<file path="src/rtl/fitbit_pkg.sv">
// Shared constants, MODE encoding and saturating-add helper for the
// pedometer statistics path and the display mux that consumes it.
package fitbit_pkg;

  localparam int STAT_W  = 14;
  localparam int SAT_MAX = 9999;
  localparam int WIN_W   = 7;

  localparam logic [STAT_W-1:0] SAT_MAX_V  = STAT_W'(SAT_MAX);
  localparam logic [STAT_W-1:0] DIST_MAX_V = STAT_W'(9995);
  localparam logic [STAT_W-1:0] DIST_INC_V = STAT_W'(5);
  localparam logic [STAT_W-1:0] STAT_ONE   = STAT_W'(1);

  localparam logic [WIN_W-1:0] WIN_MAX = WIN_W'(127);
  localparam logic [WIN_W-1:0] THR_32  = WIN_W'(32);
  localparam logic [WIN_W-1:0] THR_64  = WIN_W'(64);

  typedef enum logic [2:0] {
    M_TOTAL = 3'd0,
    M_DIST  = 3'd1,
    M_32    = 3'd2,
    M_64    = 3'd3
  } mode_e;

  // Adds amt unless the result would pass lim; v is assumed to never exceed lim.
  function automatic logic [STAT_W-1:0] sat_add(
    input logic [STAT_W-1:0] v,
    input logic [STAT_W-1:0] amt,
    input logic [STAT_W-1:0] lim
  );
    if (v > (lim - amt)) begin
      return v;
    end
    return v + amt;
  endfunction

endpackage

</file>
<file path="src/rtl/step_stats_tracker_if.sv">
// Bundle between the step statistics tracker and its consumer (display mux).
// No handshake: pulse is a raw level from the sensor, every output is a
// free-running registered level that the consumer may sample on any cycle.
interface step_stats_tracker_if;
  import fitbit_pkg::*;

  logic              pulse;
  mode_e             MODE;
  logic [STAT_W-1:0] totalSteps;
  logic [STAT_W-1:0] distanceCovered;
  logic [STAT_W-1:0] thirtyTwoStepsPerSecond;
  logic [STAT_W-1:0] sixtyFourStepsPerSecond;
  logic              secTick;
  logic              saturated;

  modport master (
    input  pulse,
    output MODE, totalSteps, distanceCovered,
    output thirtyTwoStepsPerSecond, sixtyFourStepsPerSecond,
    output secTick, saturated
  );

  modport slave (
    output pulse,
    input  MODE, totalSteps, distanceCovered,
    input  thirtyTwoStepsPerSecond, sixtyFourStepsPerSecond,
    input  secTick, saturated
  );

endinterface

</file>
<file path="src/rtl/second_tick_gen.sv">
// Free-running one-second timer; secTick is a registered strobe that is high
// for the single cycle in which the count sits at CLK_HZ-1.
module second_tick_gen #(
  parameter int CLK_HZ = 100000000
) (
  input  logic clk,
  input  logic rst_n,
  output logic secTick
);

  localparam int CNT_W = (CLK_HZ > 1) ? $clog2(CLK_HZ) : 1;
  localparam logic [CNT_W-1:0] CNT_LAST = CNT_W'(CLK_HZ - 1);

  logic [CNT_W-1:0] cnt_q, cnt_d;
  logic             tick_q, tick_d;

  always_comb begin
    cnt_d  = (cnt_q == CNT_LAST) ? '0 : cnt_q + CNT_W'(1);
    // Strobe is registered alongside the count so it lines up with cnt == LAST.
    tick_d = (cnt_d == CNT_LAST);
  end

  always_ff @(posedge clk or negedge rst_n) begin
    if (!rst_n) begin
      cnt_q  <= '0;
      tick_q <= 1'b0;
    end else begin
      cnt_q  <= cnt_d;
      tick_q <= tick_d;
    end
  end

  assign secTick = tick_q;

endmodule

</file>
<file path="src/rtl/step_stats_tracker.sv">
// Turns a raw pedometer pulse into saturating step, distance and per-second
// activity counts, plus the rotating MODE select for the 4-way display mux.
module step_stats_tracker
  import fitbit_pkg::*;
#(
  parameter int CLK_HZ              = 100000000,
  parameter int STEPS_PER_HALF_MILE = 1024,
  parameter int MODE_SECONDS        = 2
) (
  input  logic                 clk,
  input  logic                 rst_n,
  step_stats_tracker_if.master bus
);

  localparam int HM_W = (STEPS_PER_HALF_MILE > 1) ? $clog2(STEPS_PER_HALF_MILE) : 1;
  localparam logic [HM_W-1:0] HM_LAST = HM_W'(STEPS_PER_HALF_MILE - 1);
  localparam int MS_W = (MODE_SECONDS > 1) ? $clog2(MODE_SECONDS) : 1;
  localparam logic [MS_W-1:0] MS_LAST = MS_W'(MODE_SECONDS - 1);

  logic sec_tick;

  second_tick_gen #(
    .CLK_HZ (CLK_HZ)
  ) u_second_tick_gen (
    .clk     (clk),
    .rst_n   (rst_n),
    .secTick (sec_tick)
  );

  // Input path: two synchronizer flops, one history flop, registered edge.
  logic sync1_q, sync1_d;
  logic sync2_q, sync2_d;
  logic sync3_q, sync3_d;
  logic step_evt_q, step_evt_d;

  always_comb begin
    sync1_d    = bus.pulse;
    sync2_d    = sync1_q;
    sync3_d    = sync2_q;
    step_evt_d = sync2_q & ~sync3_q;
  end

  logic [STAT_W-1:0] total_q, total_d;
  logic              saturated_q, saturated_d;
  logic [HM_W-1:0]   half_cnt_q, half_cnt_d;
  logic [STAT_W-1:0] dist_q, dist_d;
  logic              half_wrap;

  always_comb begin
    total_d    = total_q;
    half_cnt_d = half_cnt_q;
    dist_d     = dist_q;
    half_wrap  = step_evt_q && (half_cnt_q == HM_LAST);
    if (step_evt_q) begin
      total_d    = sat_add(total_q, STAT_ONE, SAT_MAX_V);
      // The half-mile counter keeps running after totalSteps has saturated.
      half_cnt_d = half_wrap ? '0 : half_cnt_q + HM_W'(1);
    end
    if (half_wrap) begin
      dist_d = sat_add(dist_q, DIST_INC_V, DIST_MAX_V);
    end
    saturated_d = (total_d == SAT_MAX_V);
  end

  logic [WIN_W-1:0]  win_q, win_d;
  logic [WIN_W-1:0]  win_sum;
  logic [STAT_W-1:0] t32_q, t32_d;
  logic [STAT_W-1:0] t64_q, t64_d;

  always_comb begin
    // A step landing on the secTick cycle belongs to the second that is ending.
    win_sum = (step_evt_q && (win_q != WIN_MAX)) ? win_q + WIN_W'(1) : win_q;
    win_d   = win_sum;
    t32_d   = t32_q;
    t64_d   = t64_q;
    if (sec_tick) begin
      win_d = '0;
      if (win_sum >= THR_32) begin
        t32_d = sat_add(t32_q, STAT_ONE, SAT_MAX_V);
      end
      if (win_sum >= THR_64) begin
        t64_d = sat_add(t64_q, STAT_ONE, SAT_MAX_V);
      end
    end
  end

  always_ff @(posedge clk or negedge rst_n) begin
    if (!rst_n) begin
      sync1_q     <= 1'b0;
      sync2_q     <= 1'b0;
      sync3_q     <= 1'b0;
      step_evt_q  <= 1'b0;
      total_q     <= '0;
      saturated_q <= 1'b0;
      half_cnt_q  <= '0;
      dist_q      <= '0;
      win_q       <= '0;
      t32_q       <= '0;
      t64_q       <= '0;
    end else begin
      sync1_q     <= sync1_d;
      sync2_q     <= sync2_d;
      sync3_q     <= sync3_d;
      step_evt_q  <= step_evt_d;
      total_q     <= total_d;
      saturated_q <= saturated_d;
      half_cnt_q  <= half_cnt_d;
      dist_q      <= dist_d;
      win_q       <= win_d;
      t32_q       <= t32_d;
      t64_q       <= t64_d;
    end
  end

  // MODE rotation: state register / next-state / output.
  mode_e           mode_q, mode_d;
  logic [MS_W-1:0] sec_cnt_q, sec_cnt_d;

  always_ff @(posedge clk or negedge rst_n) begin
    if (!rst_n) begin
      mode_q    <= M_TOTAL;
      sec_cnt_q <= '0;
    end else begin
      mode_q    <= mode_d;
      sec_cnt_q <= sec_cnt_d;
    end
  end

  always_comb begin
    mode_d    = mode_q;
    sec_cnt_d = sec_cnt_q;
    if (sec_tick) begin
      if (sec_cnt_q == MS_LAST) begin
        sec_cnt_d = '0;
        case (mode_q)
          M_TOTAL: mode_d = M_DIST;
          M_DIST:  mode_d = M_32;
          M_32:    mode_d = M_64;
          default: mode_d = M_TOTAL;
        endcase
      end else begin
        sec_cnt_d = sec_cnt_q + MS_W'(1);
      end
    end
  end

  always_comb begin
    bus.MODE                    = mode_q;
    bus.totalSteps              = total_q;
    bus.distanceCovered         = dist_q;
    bus.thirtyTwoStepsPerSecond = t32_q;
    bus.sixtyFourStepsPerSecond = t64_q;
    bus.secTick                 = sec_tick;
    bus.saturated               = saturated_q;
  end

endmodule
</file>
<file path="src/flat_wrapper.sv">
// flat-port wrapper written by rule: the top's interface ports become plain ports
module step_stats_tracker_flat import fitbit_pkg::*;
#(
  parameter int CLK_HZ              = 100000000,
  parameter int STEPS_PER_HALF_MILE = 1024,
  parameter int MODE_SECONDS        = 2
)
  (clk, rst_n, bus_pulse, bus_MODE, bus_totalSteps, bus_distanceCovered, bus_thirtyTwoStepsPerSecond, bus_sixtyFourStepsPerSecond, bus_secTick, bus_saturated);
  step_stats_tracker_if bus_i ();
  input  logic clk;
  input  logic rst_n;
  input wire logic [$bits(bus_i.pulse)-1:0] bus_pulse;
  output wire logic [$bits(bus_i.MODE)-1:0] bus_MODE;
  output wire logic [$bits(bus_i.totalSteps)-1:0] bus_totalSteps;
  output wire logic [$bits(bus_i.distanceCovered)-1:0] bus_distanceCovered;
  output wire logic [$bits(bus_i.thirtyTwoStepsPerSecond)-1:0] bus_thirtyTwoStepsPerSecond;
  output wire logic [$bits(bus_i.sixtyFourStepsPerSecond)-1:0] bus_sixtyFourStepsPerSecond;
  output wire logic [$bits(bus_i.secTick)-1:0] bus_secTick;
  output wire logic [$bits(bus_i.saturated)-1:0] bus_saturated;
  assign bus_i.pulse = bus_pulse;
  assign bus_MODE = bus_i.MODE;
  assign bus_totalSteps = bus_i.totalSteps;
  assign bus_distanceCovered = bus_i.distanceCovered;
  assign bus_thirtyTwoStepsPerSecond = bus_i.thirtyTwoStepsPerSecond;
  assign bus_sixtyFourStepsPerSecond = bus_i.sixtyFourStepsPerSecond;
  assign bus_secTick = bus_i.secTick;
  assign bus_saturated = bus_i.saturated;
  step_stats_tracker #(.CLK_HZ(CLK_HZ), .STEPS_PER_HALF_MILE(STEPS_PER_HALF_MILE), .MODE_SECONDS(MODE_SECONDS)) u_core (.clk(clk), .rst_n(rst_n), .bus(bus_i));
endmodule
</file>
<file path="config.mk">
export PLATFORM = sky130hd
export DESIGN_NAME = step_stats_tracker_flat
export DESIGN_NICKNAME = d
export VERILOG_FILES = /design/src/rtl/fitbit_pkg.sv /design/src/rtl/step_stats_tracker_if.sv /design/src/rtl/second_tick_gen.sv /design/src/rtl/step_stats_tracker.sv /design/src/flat_wrapper.sv
export SDC_FILE = /design/constraint.sdc
export NUM_CORES = 1
export LEC_CHECK = 0
export CAP_MARGIN = 10
export CORE_ASPECT_RATIO = 1.1
export CORE_UTILIZATION = 51
export DETAILED_ROUTE_END_ITERATION = 10
export PLACE_DENSITY = 0.77
export SKIP_CTS_REPAIR_TIMING = 1
export SLEW_MARGIN = 10
export SYNTH_ARGS = -nofsm -noshare
export SYNTH_HDL_FRONTEND = slang
export SYNTH_SLANG_ARGS = --single-unit
</file>
<file path="constraint.sdc">
create_clock -name clk -period 2.6 [get_ports clk]
set_input_delay 0.78 -clock clk [delete_from_list [all_inputs] [get_ports clk]]
set_output_delay 0.78 -clock clk [all_outputs]
set_load 0.05 [all_outputs]
</file>
Yosys cells after proc, flatten, opt, wreduce, memory -nomap -nowiden:

Cells that the tools add are included.

* word-level logic and storage cells: 70
* register bits after elaboration: 110

* reduce and logical (&&, ||, !) cells: 7
* bitwise gates (word level): 2
* add/sub/neg operators: 8
* equality and inequality tests: 10
* order comparisons: 6
* mux-type cells: 22

Operator list (number)
* $mux 14: 6
* $gt 14x14->1 const B: 4
* $eq 27x27->1 const B: 2
* $add 14x1->14 const B: 3
* $add 27x1->27 const B: 1
* $mux 27: 1
* $add 14x3->14 const B: 1
* $eq 14x14->1 const B: 1
* $mux 7: 2
* $mux 1: 11
* $add 10x1->10 const B: 1
* $eq 10x10->1 const B: 1
* $mux 10: 1
* $add 7x1->7 const B: 1
* $ge 7x6->1 const B: 1
* $ge 7x7->1 const B: 1
* $ne 7x7->1 const B: 1
* $ne 2x2->1 const B: 3
* $pmux 2 s3: 1
* $reduce_and 3->1: 2
* $reduce_and 2->1: 2
* $eq 3x1->1 const B: 1
* $eq 3x2->1 const B: 1
* $logic_not 3->1: 1
* 4 further kinds: 5

Logic depth before layout (Yosys ltp):

Gate-level depths: netlist of the first run.

* word-level depth: 8
* gate-level depth with buffers: 8

Cells and area by module:

A second synthesis of the first run with hierarchy kept.

* cells, all modules: 560
* area total of the unflattened synthesis: 5699.2 µm²

Modules (own cells, without submodules)
* step_stats_tracker: area each 4030.1 µm², cells an instance 378, seq. area each 2026.9 µm², times used 1
* second_tick_gen: area each 1669.1 µm², cells an instance 182, seq. area each 700.7 µm², times used 1

Least setup slack after synthesis of the first run:

Ideal clock, no wire load.

* path type: flip-flop to flip-flop
* start: register u_core.total_q[0], in the netlist u_core.bus.totalSteps[0]
* end: register u_core.saturated_q, in the netlist u_core.bus.saturated
* data arrival time: 2499 ps
* buffers on the path: 0
* data required time: 2475 ps
* path slack: -24 ps
* cell stages (with the launch flop): 9
* library setup time: 125 ps
* clock period less this slack: 2624 ps
* cells stage by stage: dfrtp_1 inv_1 ha_1 nand4b_1 a21oi_1 and4bb_2 xor2_1 nand4bb_1 a2111oi_0

* word-level cells in the longest chain between the ends: 6
* elaborated cells between the ends (all ways): 8
* classes of those cells: add/sub (1); order compare (1); eq/ne (1); mux (5)

Ends and longest elaborated chain
* from (decl): RTL line step_stats_tracker.sv:43 `logic [STAT_W-1:0] total_q, total_d;`
* from (signal assigned): RTL line step_stats_tracker.sv:105 `total_q <= total_d;`
* $gt 14x14->1: RTL line fitbit_pkg.sv:31 `if (v > (lim - amt)) begin`
* $mux 1: RTL line fitbit_pkg.sv:31
* $mux 1: RTL line step_stats_tracker.sv:54 `if (step_evt_q) begin`
* $mux 14 *: RTL line fitbit_pkg.sv:34 `return v + amt;`
* $mux 14 *: RTL line step_stats_tracker.sv:54
* net u_core.total_d[4]: RTL line step_stats_tracker.sv:43
* $eq 14x14->1 *: RTL line step_stats_tracker.sv:62 `saturated_d = (total_d == SAT_MAX_V);`
* net u_core.saturated_d: RTL line step_stats_tracker.sv:44 `logic saturated_q, saturated_d;`
* to (signal assigned): RTL line step_stats_tracker.sv:106 `saturated_q <= saturated_d;`
* to (decl): RTL line step_stats_tracker.sv:44

Mark *: on every way through the listed nets, which the timed path passes. The rest lies on a longest branch. The select of a mux whose other input is x is not followed.
A chain may end at the register's enable or synchronous reset.

Worst setup path after layout of the first run:

* start: register u_core.total_q[5], in the netlist u_core.bus.totalSteps[5]
* end: output port bus_totalSteps[5]

RTL lines
* to (decl): RTL line flat_wrapper.sv:14 `output wire logic [$bits(bus_i.totalSteps)-1:0] bus_totalSteps;`

No word-level cell between the ends.

==> results of run 1 <==
cell usage after synthesis (all sizes together), types with 10 or more instances:
cell / n
xor2: 40
ha: 13
a21oi: 10
nor2: 55
nor3: 17
nand3: 29
and3: 14
nand2: 45
dfrtp: 109
nand4: 25
inv: 19
xnor2: 38
nor4: 17
metal layers:
| metal | routed length [um] | up-vias |
|---|---|---|
| met5 | 0 | - |
| met4 | 240 | 0 |
| met3 | 470 | 23 |
| met2 | 5760 | 118 |
| met1 | 4970 | 2106 |
| li1 | - | 2051 |
cell families after synthesis:
group	count (synthesis)	share of synthesized area [%]
simple gates	246	24.5
flops	109	49.7
xor+xnor	78	12.5
compound gates	54	7.05
buf+inv	30	2.26
fa+ha+maj	13	2.97
mux	5	0.958
other cells	1	0.0684
cell type report:
class	instances	share of cell area, %
clock inverters	6	0.828
repair buffers	76	11.0
multi-input cells	397	39.8
well taps	143	2.69
flip-flops and latches	109	41.0
inverters	19	1.07
clock buffers	10	3.59
metrics by stage:
step,worst slack (ps),utilization (%),power (uW),area [sq um]
2_1_floorplan,146,-,2390,5490
3_3_place_gp,217,60.8,2590,6350
3_5_place_dp,167,60.8,2620,6350
4_1_cts,136,63.6,3950,6640
5_1_grt,8.05,63.7,4100,6650
6_report,108,63.7,3930,6650
sequential cells by signal, summed over array words and instances, names as in the netlist:
register,flops
u_core.bus.totalSteps,14
u_core.sync2_q,1
u_core.win_q,7
u_core.bus.MODE,2
u_core.sec_cnt_q,1
u_core.bus.sixtyFourStepsPerSecond,14
u_core.sync3_q,1
u_core.bus.saturated,1
u_core.bus.thirtyTwoStepsPerSecond,14
u_core.u_second_tick_gen.cnt_q,27
u_core.sync1_q,1
u_core.step_evt_q,1
u_core.bus.distanceCovered,14
u_core.half_cnt_q,10
u_core.u_second_tick_gen.secTick,1
power breakdown:
group | switching, uW | total (uW) | internal (uW)
Combinational | 376 | 613 | 237
Clock | 645 | 1340 | 694
Sequential | 159 | 1980 | 1820
Total | 1180 | 3930 | 2760
worst min path at each step:
stage / from / cells past startpoint / endpoint / slack, ps
2_1_floorplan: u_core.sync1_q$_DFF_PN0_ / 0 / u_core.sync2_q$_DFF_PN0_ / 330
3_3_place_gp: u_core.sync1_q$_DFF_PN0_ / 0 / u_core.sync2_q$_DFF_PN0_ / 340
4_1_cts: u_core.sync1_q$_DFF_PN0_ / 0 / u_core.sync2_q$_DFF_PN0_ / 350
6_report: u_core.sync1_q$_DFF_PN0_ / 0 / u_core.sync2_q$_DFF_PN0_ / 350
3_5_place_dp: u_core.sync1_q$_DFF_PN0_ / 0 / u_core.sync2_q$_DFF_PN0_ / 330
5_1_grt: u_core.sync1_q$_DFF_PN0_ / 0 / u_core.sync2_q$_DFF_PN0_ / 360
==> results.md, run 1 <==
- Maximum resistive drop on vdd: 0.322 mV
- Distinct cells, synth: 65
- Leakage power: 0.00289 uW
- Cell with the largest stage delay on the worst path: sky130_fd_sc_hd__clkdlybuf4s50_1
- Top post-synthesis cells by area: sky130_fd_sc_hd__dfrtp_1 (50%), sky130_fd_sc_hd__xor2_1 (6.4%), sky130_fd_sc_hd__xnor2_1 (6.1%)
- Global-route wire length before repair: 19500 um
- Most frequent standard cell in the layout excluding fill and tap cells: sky130_fd_sc_hd__dfrtp_1
- Result of the run: finished clean
- Met1 Track Usage GR: 27.5%
- CTS tree: yes
- Final hold vios: 0
- Synth warnings: 0
- Reg-to-reg endpoint: u_core.u_second_tick_gen.secTick$_DFF_PN0_
- Vias: 4298
- Biggest fanout along the worst timing path: 7
- Die width: 101 um
- Number of cells in the design after placement: 744
- Number of buffer and inverter instances along the worst setup path: 1
- Final critical path time including I/O delays and setup: 2490 ps
- Data required time at the worst endpoint: 1820 ps
- Critical Path Sink: bus_totalSteps[5]
- DPL Wire Length: 8320 um
- Origin of the critical flop-to-flop path: u_core.u_second_tick_gen.cnt_q[0]$_DFF_PN0_
- Total power per unit cell area: 592 mW/mm^2
- Total negative slack: 0 ps
- Summed instance area of the synthesized netlist: 0.00549 sq mm
- DRT iter0 DRCs: 242
- Routed wire per std cell: 15.0 um
- Syn nets: 552
- Kind of critical path: flip-flop to primary output
- FF-to-FF setup slack: 130 ps
- Drt first pass iters: 5
- Antenna violations before repair: 0
- Average size of a mapped cell: 10.2 sq um
- Synth top area share: 49.7%
- Count of endpoints failing setup in the final report: 0
- Maximum number of pins on one net before global-route repair: 48
- Slew Viols, Final: 0
- Number of nets with antenna violations after detailed routing: 0
- Cell at the root of the clock tree: sky130_fd_sc_hd__clkbuf_16
- Unrepaired setup endpoints after global routing: false
- Peak-usage layer in the global routing report: met2
- Count of boundary I/O pins: 64
- Delay of the slowest cell on the worst path: 860 ps
- Routed WL: 11400 um
- Number of clock sinks: 109
- Clock Latency Late Sink: 340 ps
- Remaining design rule violation count: 0
- Share of synthesized area occupied by flip-flops and latches: 49.7%
- Antenna cell count: 0
- Sequential cell area: 0.00273 sq mm
- Worst hold path class: flip-flop to flip-flop
- Post-synth EDFFs: 0
- Most used cells in the layout excluding fill and tap cells: sky130_fd_sc_hd__dfrtp_1 (108), sky130_fd_sc_hd__clkdlybuf4s50_1 (60), sky130_fd_sc_hd__nor2_1 (55)
- Endpoint kind of the worst setup timing path: primary output
- Via count of the first global-routing pass: 4203
- Max clock buf depth: 2
- Total of fill cells in the finished design: 870
- Data arrival time of the worst path: 1710 ps
- Number of nets at the end of the flow: 628
- Number of cells on the critical path: 1
- Top delay family on crit path: buffers and inverters
- Worst slew pin tran: 747 ps
- Global-route track usage on met2: 37.5%
- Post-synthesis register bit count: 109
- Footprint of the multi-input gates: 0.00265 sq mm
- Y dimension of the die: 111 um
- Share of cells above drive strength 1: 8.91%
- R2R depth: 8
- Mapped Cells: 536
- Maximum Capacitance Violations: 0
- Leftover overflow at the end of global routing: 0
- Relative max-transition margin: 49.8%
- Met3 demand-to-capacity share in global routing: 2.52%
- Number of non-filler instances in the completed layout: 760
- Number of H-tree branching levels: 3
- CP cell instances: clkdlybuf4s50_1
- Reg clk slew, reported paths: 80 ps
- Initial core utilization: 52.5%
- Aggregate global-route resource usage: 21.6%
- Flip-flop cell with the highest count after synthesis: sky130_fd_sc_hd__dfrtp_1
- Yosys top cell by area: sky130_fd_sc_hd__dfrtp_1
- Via count normalized by instance count: 5.66
- Gp weighted congestion: 0.915
- Worst clock skew on the final layout: 7.24 ps
- Worst setup SP type: flip-flop
- Share of synthesized flip-flops with an asynchronous set or reset: 100%
- Number of placement rows: 39
- Layout-stage area growth over the synthesis result: 21.3%
- Input/output buffers: 62
- TritonCTS Buffers: 9
- Maximum clock rate: 401 MHz
- Total core area: 0.0104 sq mm
- Area of the die: 0.0112 sq mm
- Launch point of the critical path: u_core.bus.totalSteps[5]$_DFF_PN0_
- Tcrit/Tclk final: 95.8%
- Smallest hold slack: 351 ps
(Power assumes the default switching activity.)
==> run 2: changes to the inputs <==
CORE_ASPECT_RATIO = 0.75   (was 1.1)
REMOVE_ABC_BUFFERS = 1   (was not set)
==> run 2 against run 1 <==
Against the previous run: worst hold slack gained 18 ps; sequential power barely moved; highest routed layer unchanged; critical path type unchanged; design area is 0.34% higher; critical endpoint unchanged; clock skew increased by 1.7 ps.
==> results.md, run 2 (same netlist as run 1, synthesis figures left out) <==
- Cell at the root of the clock tree: sky130_fd_sc_hd__clkbuf_16
- Delay of the slowest cell on the worst path: 860 ps
- Antenna cell count: 0
- Number of clock sinks: 109
- Post-route standard cell area excluding fillers: 0.00667 sq mm
- Hold path depth: 0
- Leftover overflow at the end of global routing: 0
- Final critical path time including I/O delays and setup: 2500 ps
- Count of boundary I/O pins: 64
- Result of the run: finished clean
- CTS tree: yes
- Net switching power of the design: 1160 uW
- Die width: 122 um
- Drt first pass iters: 5
- TritonCTS Buffers: 9
- Number of buffer and inverter instances along the worst setup path: 1
- Number of nets at the end of the flow: 631
- Maximum clock rate: 400 MHz
- Total of fill cells in the finished design: 825
- Number of H-tree branching levels: 3
- Proportion of total power due to net switching: 29.5%
- Worst clock skew on the final layout: 8.96 ps
- Number of placement rows: 32
- Antenna violations before repair: 0
- Relative max-transition margin: 54.3%
- Kind of critical path: flip-flop to primary output
- Via count of the first global-routing pass: 4132
- Origin of the critical flop-to-flop path: u_core.u_second_tick_gen.cnt_q[0]$_DFF_PN0_
- Cell with the largest stage delay on the worst path: sky130_fd_sc_hd__clkdlybuf4s50_1
- Clock Latency Late Sink: 350 ps
- Overall Power: 3930 uW
- Register with the most flip-flops: u_core.u_second_tick_gen.cnt_q
- Internal power component: 2770 uW
- Worst setup SP type: flip-flop
- Total power per unit cell area: 589 mW/mm^2
- Number of cells on the critical path: 1
- Aggregate global-route resource usage: 22.5%
- Most frequent standard cell in the layout excluding fill and tap cells: sky130_fd_sc_hd__dfrtp_1
- Biggest fanout along the worst timing path: 7
- Count of endpoints failing setup in the final report: 0
- Input/output buffers: 62
- Launch point of the critical path: u_core.bus.totalSteps[5]$_DFF_PN0_
- Routed wire per std cell: 15.5 um
- Tcrit/Tclk final: 96.0%
- Endpoint kind of the worst setup timing path: primary output
- Initial core utilization: 52.9%
- Number of nets with antenna violations after detailed routing: 0
- Routed WL: 11700 um
- Vias: 4297
- Via count normalized by instance count: 5.68
- Global-route wire length before repair: 19900 um
- Final worst-path setup slack: 103 ps
- Maximum number of pins on one net before global-route repair: 41
- Y dimension of the die: 91.8 um
- Clock network fraction of total power: 33.9%
- Remaining design rule violation count: 0
- Post-place instance area: 0.00636 sq mm
- Max clock buf depth: 2
- Layout-stage area growth over the synthesis result: 21.7%
- Beginning of the worst hold path: u_core.sync2_q$_DFF_PN0_
- Maximum resistive drop on vdd: 0.332 mV
- Most used cells in the layout excluding fill and tap cells: sky130_fd_sc_hd__dfrtp_1 (109), sky130_fd_sc_hd__clkdlybuf4s50_1 (60), sky130_fd_sc_hd__nor2_1 (55)
- Area of the die: 0.0112 sq mm
- Flip-flop count of the largest register after layout: 27
- Slew Viols, Final: 0
- Total core area: 0.0104 sq mm
- DRT iter0 DRCs: 301
- Maximum Capacitance Violations: 0
- Final hold vios: 0
- Share of cells above drive strength 1: 9.52%
- Setup slack at placement: -13.1 ps
- Worst hold path class: flip-flop to flip-flop
- R2R depth: 7
- Reg clk slew, reported paths: 70 ps
- Worst slew pin tran: 679 ps
- Proportion of power drawn by combinational gates: 15.5%
- Leakage power: 0.00290 uW
- Data arrival time of the worst path: 1720 ps
- Gp weighted congestion: 0.965
- Register share of total power: 50.6%
- DPL Wire Length: 8680 um
- Data required time at the worst endpoint: 1820 ps
- CP cell instances: clkdlybuf4s50_1
- Top delay family on crit path: buffers and inverters
-- run 2: cell count changes in the layout (fill, tap and decap cells not counted), sizes merged --
cell	previous run	this run
inv	21	20
clkbuf	10	11
clkinv	4	2
clkinvlp	0	2
buf	16	19
-- run 2: layout make-up --
| type | count | area (sq um) | area share [%] |
|---|---|---|---|
| sequential | 109 | 2730 | 40.9 |
| multi-input combinational | 397 | 2650 | 39.7 |
| timing repair buffer | 79 | 756 | 11.3 |
| clock buffer | 11 | 253 | 3.79 |
| tap | 136 | 170 | 2.55 |
| inverter | 19 | 71.3 | 1.07 |
| clock inverter | 5 | 43.8 | 0.656 |
-- run 2: worst paths after layout --
path	slack, ps	endpoint
worst max-delay path	100	bus_totalSteps[5]
worst min-delay path	370	u_core.sync3_q$_DFF_PN0_
worst max register to register	120	u_core.u_second_tick_gen.secTick$_DFF_PN0_
worst min register to register	370	u_core.sync3_q$_DFF_PN0_
max in group asynchronous	1580	u_core.bus.thirtyTwoStepsPerSecond[6]$_DFFE_PN0P_
min in group asynchronous	390	u_core.bus.distanceCovered[10]$_DFFE_PN0P_
-- run 2: routing by layer --
| metal | global-route usage [%] | vias to the layer above | part of all wire [%] |
|---|---|---|---|
| met5 | 0 | - | 0 |
| li1 | - | 2061 | - |
| met2 | 33.9 | 134 | 46 |
| met4 | 6.28 | 0 | 1.0 |
| met3 | 5.04 | 13 | 5.2 |
| met1 | 32.4 | 2089 | 48 |
-- run 2: metrics by stage --
stage          hold slack (ps)  utilization [%]  TNS (ps)  std cells
3_5_place_dp               360             61.3     -13.1        740
4_1_cts                    376             64.2     -24.4        756
6_report                   369             64.4         0        756
2_1_floorplan              331                -     -24.3        525
5_1_grt                    373             64.4     -17.2        756
3_3_place_gp               356             61.3         0        740
-- run 2: power by group through the flow --
| stage | Combinational (uW) | Sequential (uW) | Clock, uW |
|---|---|---|---|
| floorplan | 271 | 2120 | 0 |
| detailed placement | 606 | 2010 | 0 |
| global route | 665 | 2010 | 1440 |
| CTS | 605 | 1980 | 1370 |
| finish | 611 | 1990 | 1330 |
| global placement | 582 | 2010 | 0 |
